<file path="src/rtl/hetic_pkg.sv">
// Shared types for the HETI interrupt arbiter: line candidate record, winner
// ordering and post-acknowledge flush lengths for both pipeline configurations.
package hetic_pkg;

    // Candidate fields are sized for the 64-line / 32-level controller.
    localparam int unsigned CandIdWidth   = 6;
    localparam int unsigned CandPrioWidth = 5;

    localparam int unsigned FlushCyclesReg  = 3;
    localparam int unsigned FlushCyclesComb = 2;

    typedef struct packed {
        logic                     valid;
        logic [CandIdWidth-1:0]   id;
        logic [CandPrioWidth-1:0] prio;
        logic                     heti;
        logic                     nest;
    } irq_cand_t;

    typedef enum logic [1:0] {
        ArbIdle,
        ArbOffer,
        ArbFlush
    } arb_state_e;

    // Higher priority wins; equal priority resolves to the lower line index.
    function automatic logic cand_wins(input irq_cand_t a, input irq_cand_t b);
        return a.valid && (!b.valid || (a.prio > b.prio) ||
                           ((a.prio == b.prio) && (a.id < b.id)));
    endfunction

endpackage

</file>
<file path="src/rtl/hetic_arb_if.sv">
// Core-side handshake of the HETI arbiter: offered interrupt, acknowledge and
// the one-cycle claim returned to the line registers.
interface hetic_arb_if #(
    parameter int unsigned IrqWidth  = 6,
    parameter int unsigned PrioWidth = 5
);
    logic                 irq_valid;
    logic [IrqWidth-1:0]  irq_id;
    logic [PrioWidth-1:0] irq_level;
    logic                 irq_heti;
    logic                 irq_nest;
    logic                 irq_ack;
    logic                 claim;
    logic [IrqWidth-1:0]  claim_id;

    modport master (
        output irq_valid, irq_id, irq_level, irq_heti, irq_nest, claim, claim_id,
        input  irq_ack
    );

    modport slave (
        input  irq_valid, irq_id, irq_level, irq_heti, irq_nest, claim, claim_id,
        output irq_ack
    );
endinterface

</file>
<file path="src/rtl/hetic_arb_group.sv">
// First-stage reduction: picks the best enabled, pending, non-zero-priority
// line out of one group of GroupSize lines (purely combinational).
module hetic_arb_group
    import hetic_pkg::*;
#(
    parameter int unsigned GroupSize = 8,
    parameter int unsigned PrioWidth = 5,
    parameter int unsigned BaseId    = 0
) (
    input  logic [GroupSize-1:0]           line_ie_i,
    input  logic [GroupSize-1:0]           line_ip_i,
    input  logic [GroupSize-1:0]           line_heti_i,
    input  logic [GroupSize-1:0]           line_nest_i,
    input  logic [GroupSize*PrioWidth-1:0] line_prio_i,
    output irq_cand_t                      cand_o
);

    irq_cand_t cur;

    always_comb begin
        cand_o = '0;
        cur    = '0;
        for (int unsigned i = 0; i < GroupSize; i++) begin
            cur.id    = CandIdWidth'(BaseId + i);
            cur.prio  = CandPrioWidth'(line_prio_i[i*PrioWidth +: PrioWidth]);
            cur.valid = line_ie_i[i] & line_ip_i[i] & (cur.prio != '0);
            cur.heti  = line_heti_i[i];
            cur.nest  = line_nest_i[i];
            if (cand_wins(cur, cand_o)) begin
                cand_o = cur;
            end
        end
    end

endmodule

</file>
<file path="src/rtl/hetic_arb.sv">
// HETI sequential priority arbiter: grouped two-stage reduction, threshold
// against the core level, offer/ack handshake and claim back to the controller.
// Define HETIC_ARB_STAGE2_REG_EN to register stage 2 (latency 2, flush 3).
module hetic_arb
    import hetic_pkg::*;
#(
    parameter  int unsigned NrIrqLines = 64,
    parameter  int unsigned NrIrqPrios = 32,
    parameter  int unsigned GroupSize  = 8,
    localparam int unsigned IrqWidth   = $clog2(NrIrqLines),
    localparam int unsigned PrioWidth  = $clog2(NrIrqPrios)
) (
    input  logic                            clk_i,
    input  logic                            rst_i,
    input  logic [NrIrqLines-1:0]           line_ie_i,
    input  logic [NrIrqLines-1:0]           line_ip_i,
    input  logic [NrIrqLines-1:0]           line_heti_i,
    input  logic [NrIrqLines-1:0]           line_nest_i,
    input  logic [NrIrqLines*PrioWidth-1:0] line_prio_i,
    input  logic [PrioWidth-1:0]            core_level_i,
    hetic_arb_if.master                     core
);

    localparam int unsigned NrGroups = NrIrqLines / GroupSize;

`ifdef HETIC_ARB_STAGE2_REG_EN
    localparam int unsigned FlushCycles = FlushCyclesReg;
`else
    localparam int unsigned FlushCycles = FlushCyclesComb;
`endif
    localparam logic [1:0] FlushInit = 2'(FlushCycles - 1);

    irq_cand_t  grp_cand [NrGroups];
    irq_cand_t  s1_q     [NrGroups];
    irq_cand_t  s2_red;
    irq_cand_t  s2_elig;
    irq_cand_t  win;

    arb_state_e state_q, state_d;
    logic [1:0] flush_cnt_q, flush_cnt_d;
    logic       offer;
    logic       take;
    logic       claim_q;
    logic [IrqWidth-1:0] claim_id_q;

    for (genvar g = 0; g < NrGroups; g++) begin : g_group
        hetic_arb_group #(
            .GroupSize (GroupSize),
            .PrioWidth (PrioWidth),
            .BaseId    (g * GroupSize)
        ) u_group (
            .line_ie_i   (line_ie_i  [g*GroupSize +: GroupSize]),
            .line_ip_i   (line_ip_i  [g*GroupSize +: GroupSize]),
            .line_heti_i (line_heti_i[g*GroupSize +: GroupSize]),
            .line_nest_i (line_nest_i[g*GroupSize +: GroupSize]),
            .line_prio_i (line_prio_i[g*GroupSize*PrioWidth +: GroupSize*PrioWidth]),
            .cand_o      (grp_cand[g])
        );
    end

    always_ff @(posedge clk_i or posedge rst_i) begin
        if (rst_i) begin
            for (int unsigned g = 0; g < NrGroups; g++) begin
                s1_q[g] <= '0;
            end
        end else begin
            for (int unsigned g = 0; g < NrGroups; g++) begin
                s1_q[g] <= grp_cand[g];
            end
        end
    end

    always_comb begin
        s2_red = '0;
        for (int unsigned g = 0; g < NrGroups; g++) begin
            if (cand_wins(s1_q[g], s2_red)) begin
                s2_red = s1_q[g];
            end
        end
        s2_elig       = s2_red;
        s2_elig.valid = s2_red.valid && (s2_red.prio > CandPrioWidth'(core_level_i));
    end

`ifdef HETIC_ARB_STAGE2_REG_EN
    irq_cand_t s2_q;

    always_ff @(posedge clk_i or posedge rst_i) begin
        if (rst_i) begin
            s2_q <= '0;
        end else begin
            s2_q <= s2_elig;
        end
    end

    assign win = s2_q;
`else
    assign win = s2_elig;
`endif

    always_ff @(posedge clk_i or posedge rst_i) begin
        if (rst_i) begin
            state_q     <= ArbIdle;
            flush_cnt_q <= '0;
            claim_q     <= 1'b0;
            claim_id_q  <= '0;
        end else begin
            state_q     <= state_d;
            flush_cnt_q <= flush_cnt_d;
            claim_q     <= take;
            if (take) begin
                claim_id_q <= IrqWidth'(win.id);
            end
        end
    end

    // The offer is raised in the same cycle the winner appears, so the
    // line-to-valid latency equals the pipeline depth; IDLE and OFFER differ
    // only in what was presented on the previous cycle.
    always_comb begin
        state_d     = state_q;
        flush_cnt_d = flush_cnt_q;
        offer       = 1'b0;
        take        = 1'b0;
        unique case (state_q)
            ArbIdle, ArbOffer: begin
                if (win.valid) begin
                    offer   = 1'b1;
                    state_d = ArbOffer;
                    if (core.irq_ack) begin
                        take        = 1'b1;
                        state_d     = ArbFlush;
                        flush_cnt_d = FlushInit;
                    end
                end else begin
                    state_d = ArbIdle;
                end
            end
            ArbFlush: begin
                if (flush_cnt_q == '0) begin
                    state_d = ArbIdle;
                end else begin
                    flush_cnt_d = flush_cnt_q - 2'd1;
                end
            end
            default: begin
                state_d = ArbIdle;
            end
        endcase
    end

    assign core.irq_valid = offer;
    assign core.irq_id    = offer ? IrqWidth'(win.id)    : '0;
    assign core.irq_level = offer ? PrioWidth'(win.prio) : '0;
    assign core.irq_heti  = offer & win.heti;
    assign core.irq_nest  = offer & win.nest;
    assign core.claim     = claim_q;
    assign core.claim_id  = claim_id_q;

endmodule

</file>
<file path="src/flat_wrapper.sv">
// flat-port wrapper written by rule: the top's interface ports become plain ports
module hetic_arb_flat import hetic_pkg::*;
#(
    parameter  int unsigned NrIrqLines = 64,
    parameter  int unsigned NrIrqPrios = 32,
    parameter  int unsigned GroupSize  = 8,
    localparam int unsigned IrqWidth   = $clog2(NrIrqLines),
    localparam int unsigned PrioWidth  = $clog2(NrIrqPrios)
)
  (clk_i, rst_i, line_ie_i, line_ip_i, line_heti_i, line_nest_i, line_prio_i, core_level_i, core_irq_valid, core_irq_id, core_irq_level, core_irq_heti, core_irq_nest, core_claim, core_claim_id, core_irq_ack);
  hetic_arb_if #(.IrqWidth((6)), .PrioWidth((5))) core_i ();
  input  logic clk_i;
  input  logic rst_i;
  input  logic [NrIrqLines-1:0] line_ie_i;
  input  logic [NrIrqLines-1:0] line_ip_i;
  input  logic [NrIrqLines-1:0] line_heti_i;
  input  logic [NrIrqLines-1:0] line_nest_i;
  input  logic [NrIrqLines*PrioWidth-1:0] line_prio_i;
  input  logic [PrioWidth-1:0] core_level_i;
  output wire logic [$bits(core_i.irq_valid)-1:0] core_irq_valid;
  output wire logic [$bits(core_i.irq_id)-1:0] core_irq_id;
  output wire logic [$bits(core_i.irq_level)-1:0] core_irq_level;
  output wire logic [$bits(core_i.irq_heti)-1:0] core_irq_heti;
  output wire logic [$bits(core_i.irq_nest)-1:0] core_irq_nest;
  output wire logic [$bits(core_i.claim)-1:0] core_claim;
  output wire logic [$bits(core_i.claim_id)-1:0] core_claim_id;
  input wire logic [$bits(core_i.irq_ack)-1:0] core_irq_ack;
  assign core_irq_valid = core_i.irq_valid;
  assign core_irq_id = core_i.irq_id;
  assign core_irq_level = core_i.irq_level;
  assign core_irq_heti = core_i.irq_heti;
  assign core_irq_nest = core_i.irq_nest;
  assign core_claim = core_i.claim;
  assign core_claim_id = core_i.claim_id;
  assign core_i.irq_ack = core_irq_ack;
  hetic_arb #(.NrIrqLines(NrIrqLines), .NrIrqPrios(NrIrqPrios), .GroupSize(GroupSize)) u_core (.clk_i(clk_i), .rst_i(rst_i), .line_ie_i(line_ie_i), .line_ip_i(line_ip_i), .line_heti_i(line_heti_i), .line_nest_i(line_nest_i), .line_prio_i(line_prio_i), .core_level_i(core_level_i), .core(core_i));
endmodule
</file>
<file path="config.mk">
export PLATFORM = sky130hd
export DESIGN_NAME = hetic_arb_flat
export DESIGN_NICKNAME = d
export VERILOG_FILES = /design/src/rtl/hetic_pkg.sv /design/src/rtl/hetic_arb_if.sv /design/src/rtl/hetic_arb_group.sv /design/src/rtl/hetic_arb.sv /design/src/flat_wrapper.sv
export SDC_FILE = /design/constraint.sdc
export NUM_CORES = 1
export LEC_CHECK = 0
export CAP_MARGIN = 15
export CELL_PAD_IN_SITES_DETAIL_PLACEMENT = 0
export CELL_PAD_IN_SITES_GLOBAL_PLACEMENT = 1
export CORE_ASPECT_RATIO = 1.5
export CORE_MARGIN = 8
export CORE_UTILIZATION = 38
export CTS_BUF_LIST = sky130_fd_sc_hd__clkbuf_4 sky130_fd_sc_hd__clkbuf_8
export DETAILED_ROUTE_END_ITERATION = 7
export PLACE_DENSITY = 0.91
export SYNTH_ARGS = -nofsm -noshare
export SYNTH_HDL_FRONTEND = slang
export SYNTH_SLANG_ARGS = --single-unit
</file>
<file path="constraint.sdc">
create_clock -name clk_i -period 49.6 [get_ports clk_i]
set_input_delay 9.92 -clock clk_i [delete_from_list [all_inputs] [get_ports clk_i]]
set_output_delay 9.92 -clock clk_i [all_outputs]
set_load 0.02 [all_outputs]
</file>
* Yosys cells after proc, flatten, opt, wreduce, memory -nomap -nowiden
Index checks and enable logic that the tools add are counted.
Widths: inputs -> output; s select.
** Storage, ports and cells
- Logic and storage cells :: 843
- Output and inout bits :: 21
- Bits of input ports :: 584
- Register bits :: 123
** Cells by class
- Order comparisons :: 127
- Reductions and logical operators :: 385
- Eq/ne operators :: 69
- Bitwise gates (word level) :: 130
- Muxes and demuxes :: 87
- Add/sub/neg operators :: 1
** Operators with widths (count)
- $mux 14 :: 72
- $gt 5x5->1 :: 64
- $reduce_bool 5->1 :: 64
- $eq 5x5->1 :: 63
- $lt 6x6->1 const A :: 28
- $and 1x1->1 :: 130
- $logic_and 1x1->1 :: 127
- $logic_or 1x1->1 :: 126
- $lt 5x6->1 const A :: 14
- $logic_not 1->1 :: 63
- $lt 4x6->1 const A :: 7
- $lt 6x6->1 :: 7
- $lt 3x6->1 const A :: 4
- $lt 2x6->1 const A :: 2
- $mux 2 :: 6
- $pmux 2 s2 :: 2
- $lt 1x6->1 const A :: 1
- $mux 6 :: 1
- $mux 1 :: 5
- $mux 5 :: 1
- $logic_not 2->1 :: 2
- $ne 2x1->1 const B :: 2
- $ne 2x2->1 const B :: 2
- $reduce_and 4->1 :: 1
- 5 further kinds :: 5

* Logic depth before layout (Yosys ltp)
- Word-level depth :: 41
- Depth in mapped cells :: 95
- Mapped depth without buffers :: 86

* By module
A second synthesis with hierarchy kept.
** Second synthesis, totals
- Cell total of the unflattened synthesis :: 2874
- Area, all modules :: 22934.5 um^2
** Modules (own cells, without submodules)
- hetic_arb :: cells an instance 680, area an instance 6986.7 um^2, seq. area each 3078.0 um^2, instances 1
- hetic_arb_group (u_core.g_group[0].u_group) :: cells an instance 291, area an instance 2097.0 um^2, seq. area each 0.0 um^2, instances 1
- hetic_arb_group (u_core.g_group[2].u_group) :: cells an instance 296, area an instance 2077.0 um^2, seq. area each 0.0 um^2, instances 1
- hetic_arb_group (u_core.g_group[6].u_group) :: cells an instance 288, area an instance 1980.6 um^2, seq. area each 0.0 um^2, instances 1
- hetic_arb_group (u_core.g_group[1].u_group) :: cells an instance 267, area an instance 1979.4 um^2, seq. area each 0.0 um^2, instances 1
- hetic_arb_group (u_core.g_group[7].u_group) :: cells an instance 270, area an instance 1979.4 um^2, seq. area each 0.0 um^2, instances 1
- hetic_arb_group (u_core.g_group[5].u_group) :: cells an instance 261, area an instance 1954.4 um^2, seq. area each 0.0 um^2, instances 1
- hetic_arb_group (u_core.g_group[4].u_group) :: cells an instance 261, area an instance 1940.6 um^2, seq. area each 0.0 um^2, instances 1
- hetic_arb_group (u_core.g_group[3].u_group) :: cells an instance 260, area an instance 1939.4 um^2, seq. area each 0.0 um^2, instances 1

* Worst setup path before layout
OpenSTA, ideal clock, no wires.
- Path type :: reg2out
- Start :: register u_core.s1_q[111] (netlist name)
- End :: output core_irq_heti
- Required time :: 39.680 ns
- Stages on the path, launching flop included :: 90
- Arrival :: 15.850 ns
- Path slack :: 23.830 ns
- Buffers on the path :: 10
- Cell sequence :: dfrtp_1 > buf_2 > clkbuf_1 > nand2_1 > ha_1 > nand3_1 > o21bai_1 > a21oi_1 > o21ai_1 > clkbuf_1 > o21ai_0 > inv_1 > ha_1 > nand3_1 > o221ai_1 > o22ai_1 > nor2_1 > a32o_1 > (+54 left out) > o21a_1 > o21a_1 > o21ai_0 > nand2b_1 > a21oi_1 > nand3_1 > o21ai_2 > buf_6 > mux2_4 > ha_1 > nor2b_1 > o21ai_0 > nand2b_1 > a21oi_1 > nor2b_1 > o21ai_0 > clkbuf_1 > nor2_1
** On the way
- Cells in the longest elaborated chain, start to end :: 41
- Elaborated cells between the ends (all ways) :: 69
- Those cells by class :: order compare (15); eq/ne (7); mux (10); bitwise (1); reduce/logical (36)
** RTL lines
- from (decl) :: line hetic_arb.sv:34 : irq_cand_t s1_q [NrGroups];
- from (signal, indexed assignment) :: line hetic_arb.sv:68 : s1_q[g] <= grp_cand[g];
- $mux 14 * :: line hetic_arb.sv:76 : if (cand_wins(s1_q[g], s2_red)) begin
- $lt 6x6->1 (tied with other cells) :: line hetic_pkg.sv:29 : ((a.prio == b.prio) && (a.id < b.id)));
- $logic_and 1x1->1 or $logic_or 1x1->1 (tied branches) :: line hetic_pkg.sv:29, hetic_pkg.sv:28
- $logic_or 1x1->1 :: line hetic_pkg.sv:28 : return a.valid && (!b.valid || (a.prio > b.prio) ||
- $logic_and 1x1->1 :: line hetic_pkg.sv:28
- $mux 14 * :: line hetic_arb.sv:76
- $lt 6x6->1 (tied with other cells) :: line hetic_pkg.sv:29
- $logic_and 1x1->1 or $logic_or 1x1->1 (tied branches) :: line hetic_pkg.sv:29, hetic_pkg.sv:28
- (+25 left out)
- $logic_or 1x1->1 :: line hetic_pkg.sv:28
- $logic_and 1x1->1 :: line hetic_pkg.sv:28
- $mux 14 * :: line hetic_arb.sv:76
- $gt 5x5->1 :: line hetic_arb.sv:81 : s2_elig.valid = s2_red.valid && (s2_red.prio > CandPrioWidth'(core_level_i));
- $logic_and 1x1->1 :: line hetic_arb.sv:81
- $mux 1 :: line hetic_arb.sv:126 : if (win.valid) begin
- $mux 1 :: line hetic_arb.sv:124 : unique case (state_q)
- $and 1x1->1 * :: line hetic_arb.sv:154 : assign core.irq_heti = offer & win.heti;
- to (decl) :: line flat_wrapper.sv:23 : output wire logic [$bits(core_i.irq_heti)-1:0] core_irq_heti;
Every way passes the cells marked *; elsewhere a longest branch is shown, timed or not.

* Worst setup path after layout
- Start :: register u_core.s1_q[111] (netlist name)
- End :: output core_irq_level[3]
** On the way
- Cells in the longest elaborated chain, start to end :: 41
- Elaborated cells between the ends (all ways) :: 69
- Those cells by class :: order compare (15); eq/ne (7); mux (11); reduce/logical (36)
** RTL lines
- $mux 14 * :: line hetic_arb.sv:76
- $lt 6x6->1 (tied with other cells) :: line hetic_pkg.sv:29
- $logic_and 1x1->1 or $logic_or 1x1->1 (tied branches) :: line hetic_pkg.sv:29, hetic_pkg.sv:28
- $logic_or 1x1->1 :: line hetic_pkg.sv:28
- $logic_and 1x1->1 :: line hetic_pkg.sv:28
- $mux 14 * :: line hetic_arb.sv:76
- $lt 6x6->1 (tied with other cells) :: line hetic_pkg.sv:29
- $logic_and 1x1->1 or $logic_or 1x1->1 (tied branches) :: line hetic_pkg.sv:29, hetic_pkg.sv:28
- (+25 left out)
- $logic_or 1x1->1 :: line hetic_pkg.sv:28
- $logic_and 1x1->1 :: line hetic_pkg.sv:28
- $mux 14 * :: line hetic_arb.sv:76
- $gt 5x5->1 :: line hetic_arb.sv:81
- $logic_and 1x1->1 :: line hetic_arb.sv:81
- $mux 1 :: line hetic_arb.sv:126
- $mux 1 :: line hetic_arb.sv:124
- $mux 5 * :: line hetic_arb.sv:153 : assign core.irq_level = offer ? PrioWidth'(win.prio) : '0;
- to (decl) :: line flat_wrapper.sv:22 : output wire logic [$bits(core_i.irq_level)-1:0] core_irq_level;
Marks and branches as above.

==> run summary <==
The flow ran to the end, and the final reports show no timing, DRC or antenna violations. For the total negative slack, the log shows 0 ps. The hold-critical path depth was 1.

The count of unique library cells instantiated by Yosys came out at 63. The area growth from synthesis to layout came out at 37.0%. The die covers 0.0574 mm^2. The area of the core region is 0.0494 mm^2. TritonCTS built the clock tree. The run gives 12.7 nW as the leakage power.

The tools report the count of hold buffers inserted by post-cts repair as 0. The final hold violation count is 0. Cell with the biggest individual delay on the critical path: sky130_fd_sc_hd__nor2_1. The number of max-slew violations in the final report was 0; the count of antenna-violating nets left after detailed routing was 0. The worst path arrival time was 20220 ps; the final period demand of the worst path was 30140 ps. The met3 wire length is 4160 um. The tools report the overall via count from detail_route as 20100. Counting the buffers created by CTS gives 9. The async set-or-reset flop fraction in the synthesized netlist was 100%. The cell count of the worst reg-to-reg path is 84, and the wire length of the first global-routing pass is 113000 um. The final layout contains 3999 nets.

The HPWL after detailed placement came out at 65600 um. STA classifies the critical path endpoint as a primary output. In this run, synthesis produced a sequential element count of 106. The fill cell instance count of the final layout came out at 4738. The type of the worst setup path was reg -> out. The logs give 33.2 MHz for the timing-limited maximum frequency and 0.0189 mm^2 for the area of the mapped netlist. The floorplan step set the die width to 198 um. The all-layer global routing usage was 24.6%; the power per standard cell area was 64.6 mW/mm^2.

In this run the core area contains 100 standard-cell rows. Number of flops mapped to enable cells by yosys: 0. Max-cap violations in this run came to 0. The initial antenna violation count was 13; the sequential fraction of the synthesis area was 14.0%.

By count the netlist is led by sky130_fd_sc_hd__ha_1 (344), sky130_fd_sc_hd__inv_1 (322), sky130_fd_sc_hd__nand2_1 (208). Area of combinational cells with multiple inputs: 0.0149 mm^2. Summed over all layers, the routed wires come to 73600 um.

The share of Yosys cell area claimed by the top area cell type was 22.7%. In this design, the stage delay of the slowest critical-path cell is 870 ps. The TritonCTS sink count was 106; the worst setup skew after layout was 12.8 ps. The number of nets produced by synthesis is 3411, and the length of the first detailed-routing pass in iterations is 5.

The run gives 25.6% as the relative slew slack. In the final routing, the length of wire on met1 measures 28300 um. The first routing iteration left 812 violations. Top routing layer in use: met5.

The H-tree level count is 3. The tools report the final number of setup-violating endpoints as 0. For this configuration, the core starts out at a cell density of 38.3%.

Maximum number of pins on one net before global-route repair: 71. The synthesized area per cell works out to 7.63 um^2. Clock transition time at the flip-flop clock pins of the worst setup and hold paths: 100 ps. Registers take 0.00265 mm^2. Summed over all nets, wire length on met2 after detailed routing comes to 38700 um. The share of cells above drive strength 1 works out to 4.94%.

The worst setup path is launched from a register. Setup slack on the worst reg-to-reg path comes out at 29390 ps. The most area-hungry cell type in the Yosys netlist is sky130_fd_sc_hd__ha_1. Yosys instantiated no cell more often than sky130_fd_sc_hd__ha_1. The tightest min-delay check is of the reg -> reg type.

Once the clock tree was built, the resizer swapped 0 gates to a different size. The tree is rooted in a sky130_fd_sc_hd__clkbuf_8. Counting every instance in the synthesized netlist gives 2483. In the synthesized netlist the dominant register cell turns out to be sky130_fd_sc_hd__dfrtp_1. The peak supply drop was 0.000118 V.

After synthesis, the cell types taking the most area are sky130_fd_sc_hd__ha_1 (23%), sky130_fd_sc_hd__dfrtp_1 (14%), sky130_fd_sc_hd__mux2i_1 (9.6%), sky130_fd_sc_hd__mux2_2 (6.6%), sky130_fd_sc_hd__inv_1 (6.4%). The tools report the total number of yosys warnings as 0. The longest clock path from root to sink contains 2 buffers. The vertical die dimension is 289 um, and the average via count per standard cell is 5.37. After clock tree synthesis, the setup repair step added 0 buffers.

Via count of the first global-routing pass: 21400. The total overflow left after global routing is 0. At the end of routability-driven placement, the weighted congestion stood at 0.982. For the latest clock arrival within the worst-skew pair, the log shows 390 ps.

In this design, the critical path's most frequently occurring cell is sky130_fd_sc_hd__ha_1. In this run the count of I/O pins placed on the die edge is 605. Overall power consumption after layout is estimated at 1.67 mW. In the routed design, unresolved DRC markers number 0. The data required time at the worst endpoint came out at 39680 ps.

Setup repair after global routing left no endpoint under its margin. The share of the cycle needed by the critical path after routing was 60.8%. In the final routed layout, each cell accounts on average for 19.6 um. Of all nets on the critical path, the largest fanout is 23.

Slew at the pin closest to its max-slew limit: 1110 ps. The count of buffers added on input and output ports is 604.
[cells in the final DEF (no fill, tap or decap), types with 4 or more instances in the layout]
master and instances:
sky130_fd_sc_hd__nand3_1 68, sky130_fd_sc_hd__clkdlybuf4s50_1 604, sky130_fd_sc_hd__and2_1 19, sky130_fd_sc_hd__inv_1 321
sky130_fd_sc_hd__or3_1 7, sky130_fd_sc_hd__nor2_1 154, sky130_fd_sc_hd__o311a_1 4, sky130_fd_sc_hd__o21ai_1 24
sky130_fd_sc_hd__nor2b_1 75, sky130_fd_sc_hd__and3_1 78, sky130_fd_sc_hd__nor4_1 46, sky130_fd_sc_hd__buf_4 10
sky130_fd_sc_hd__mux2_2 111, sky130_fd_sc_hd__o211ai_1 23, sky130_fd_sc_hd__o21bai_1 17, sky130_fd_sc_hd__a21o_1 4
sky130_fd_sc_hd__nand2b_1 58, sky130_fd_sc_hd__or4_1 18, sky130_fd_sc_hd__a22oi_1 5, sky130_fd_sc_hd__o21a_1 66
sky130_fd_sc_hd__mux2_4 5, sky130_fd_sc_hd__mux2i_1 181, sky130_fd_sc_hd__nor3_1 16, sky130_fd_sc_hd__o21ai_0 180
sky130_fd_sc_hd__a21oi_1 172, sky130_fd_sc_hd__ha_1 344, sky130_fd_sc_hd__a31oi_1 61, sky130_fd_sc_hd__dfrtp_1 106
sky130_fd_sc_hd__diode_2 11, sky130_fd_sc_hd__clkbuf_8 11, sky130_fd_sc_hd__nand2_1 208, sky130_fd_sc_hd__o22ai_1 9
sky130_fd_sc_hd__a21boi_0 11, sky130_fd_sc_hd__or2_2 4, sky130_fd_sc_hd__nand4_1 10
[per-layer routing]
layer  global-route usage, %  up-vias
met5                       0        -
met4                    8.64        4
met3                    4.50      118
met2                    47.4      606
met1                    26.1     9314
li1                        -    10100
[power breakdown]
part	leakage (nW)	internal, mW	total (mW)	switching (mW)
combinational	11.4	0.664	1.50	0.833
clock	0.0886	0.0215	0.0506	0.0291
sequential	1.24	0.110	0.128	0.0175
total	12.7	0.795	1.67	0.880
[stage by stage]
step | instances | cell area [um^2] | hold WS [ps] | worst slack, ps | util, %
3_3_place_gp | 3723 | 25700 | 451 | 20630 | 52.1
2_1_floorplan | 2483 | 18900 | 440 | 23830 | -
5_1_grt | 3748 | 25900 | 500 | 17780 | 52.5
3_5_place_dp | 3723 | 25700 | 458 | 20010 | 52.1
4_1_cts | 3738 | 25900 | 473 | 19500 | 52.4
6_report | 3749 | 25900 | 469 | 19460 | 52.5
[critical path: cells and delay by family (launching register included)]
kind | cells | cell delay [ps]
muxes | 6 | 2530
adders and majority gates | 8 | 2200
buffers and inverters | 9 | 1360
DFF | 1 | 790
and+or+nand+nor | 26 | 5150
AOI/OAI and AO/OA | 33 | 7780
[kinds of logic (layout without fill, tap and decap cells)]
group	Yosys count	in the layout	share of synthesized area [%]
AOI/OAI and AO/OA	606	606	19.1
adders and majority gates	344	344	22.7
buffers and inverters	360	952	7.27
DFF	106	106	14.0
muxes	299	299	16.7
other	0	11	0
and+or+nand+nor	768	768	20.2
[cell type report]
type | instances | share of cell area (%)
Antenna cell | 11 | 0.106
Sequential cell | 106 | 10.2
Tap cell | 663 | 3.20
Inverter | 323 | 4.68
Clock buffer | 12 | 0.613
Multi-Input combinational cell | 2017 | 57.5
Timing Repair Buffer | 614 | 23.6
Clock inverter | 3 | 0.0917
[path summary, 6_finish.rpt]
kind                                      endpoint                  start
setup reg to reg           u_core.core.claim_id[3]       u_core.s1_q[111]
hold reg to reg              u_core.flush_cnt_q[0]  u_core.flush_cnt_q[0]
setup / recovery                 core_irq_level[3]       u_core.s1_q[111]
min in group asynchronous          u_core.s1_q[86]                  rst_i
hold / removal               u_core.flush_cnt_q[0]  u_core.flush_cnt_q[0]
max in group asynchronous          u_core.s1_q[30]                  rst_i
[registers in the layout, indices dropped and copies added (netlist names)]
| signal | cells |
|---|---|
| u_core.flush_cnt_q | 2 |
| u_core.s1_q | 95 |
| u_core.state_q | 2 |
| u_core.core.claim_id | 6 |
| u_core.core.claim | 1 |
(Power assumes the default switching activity.)
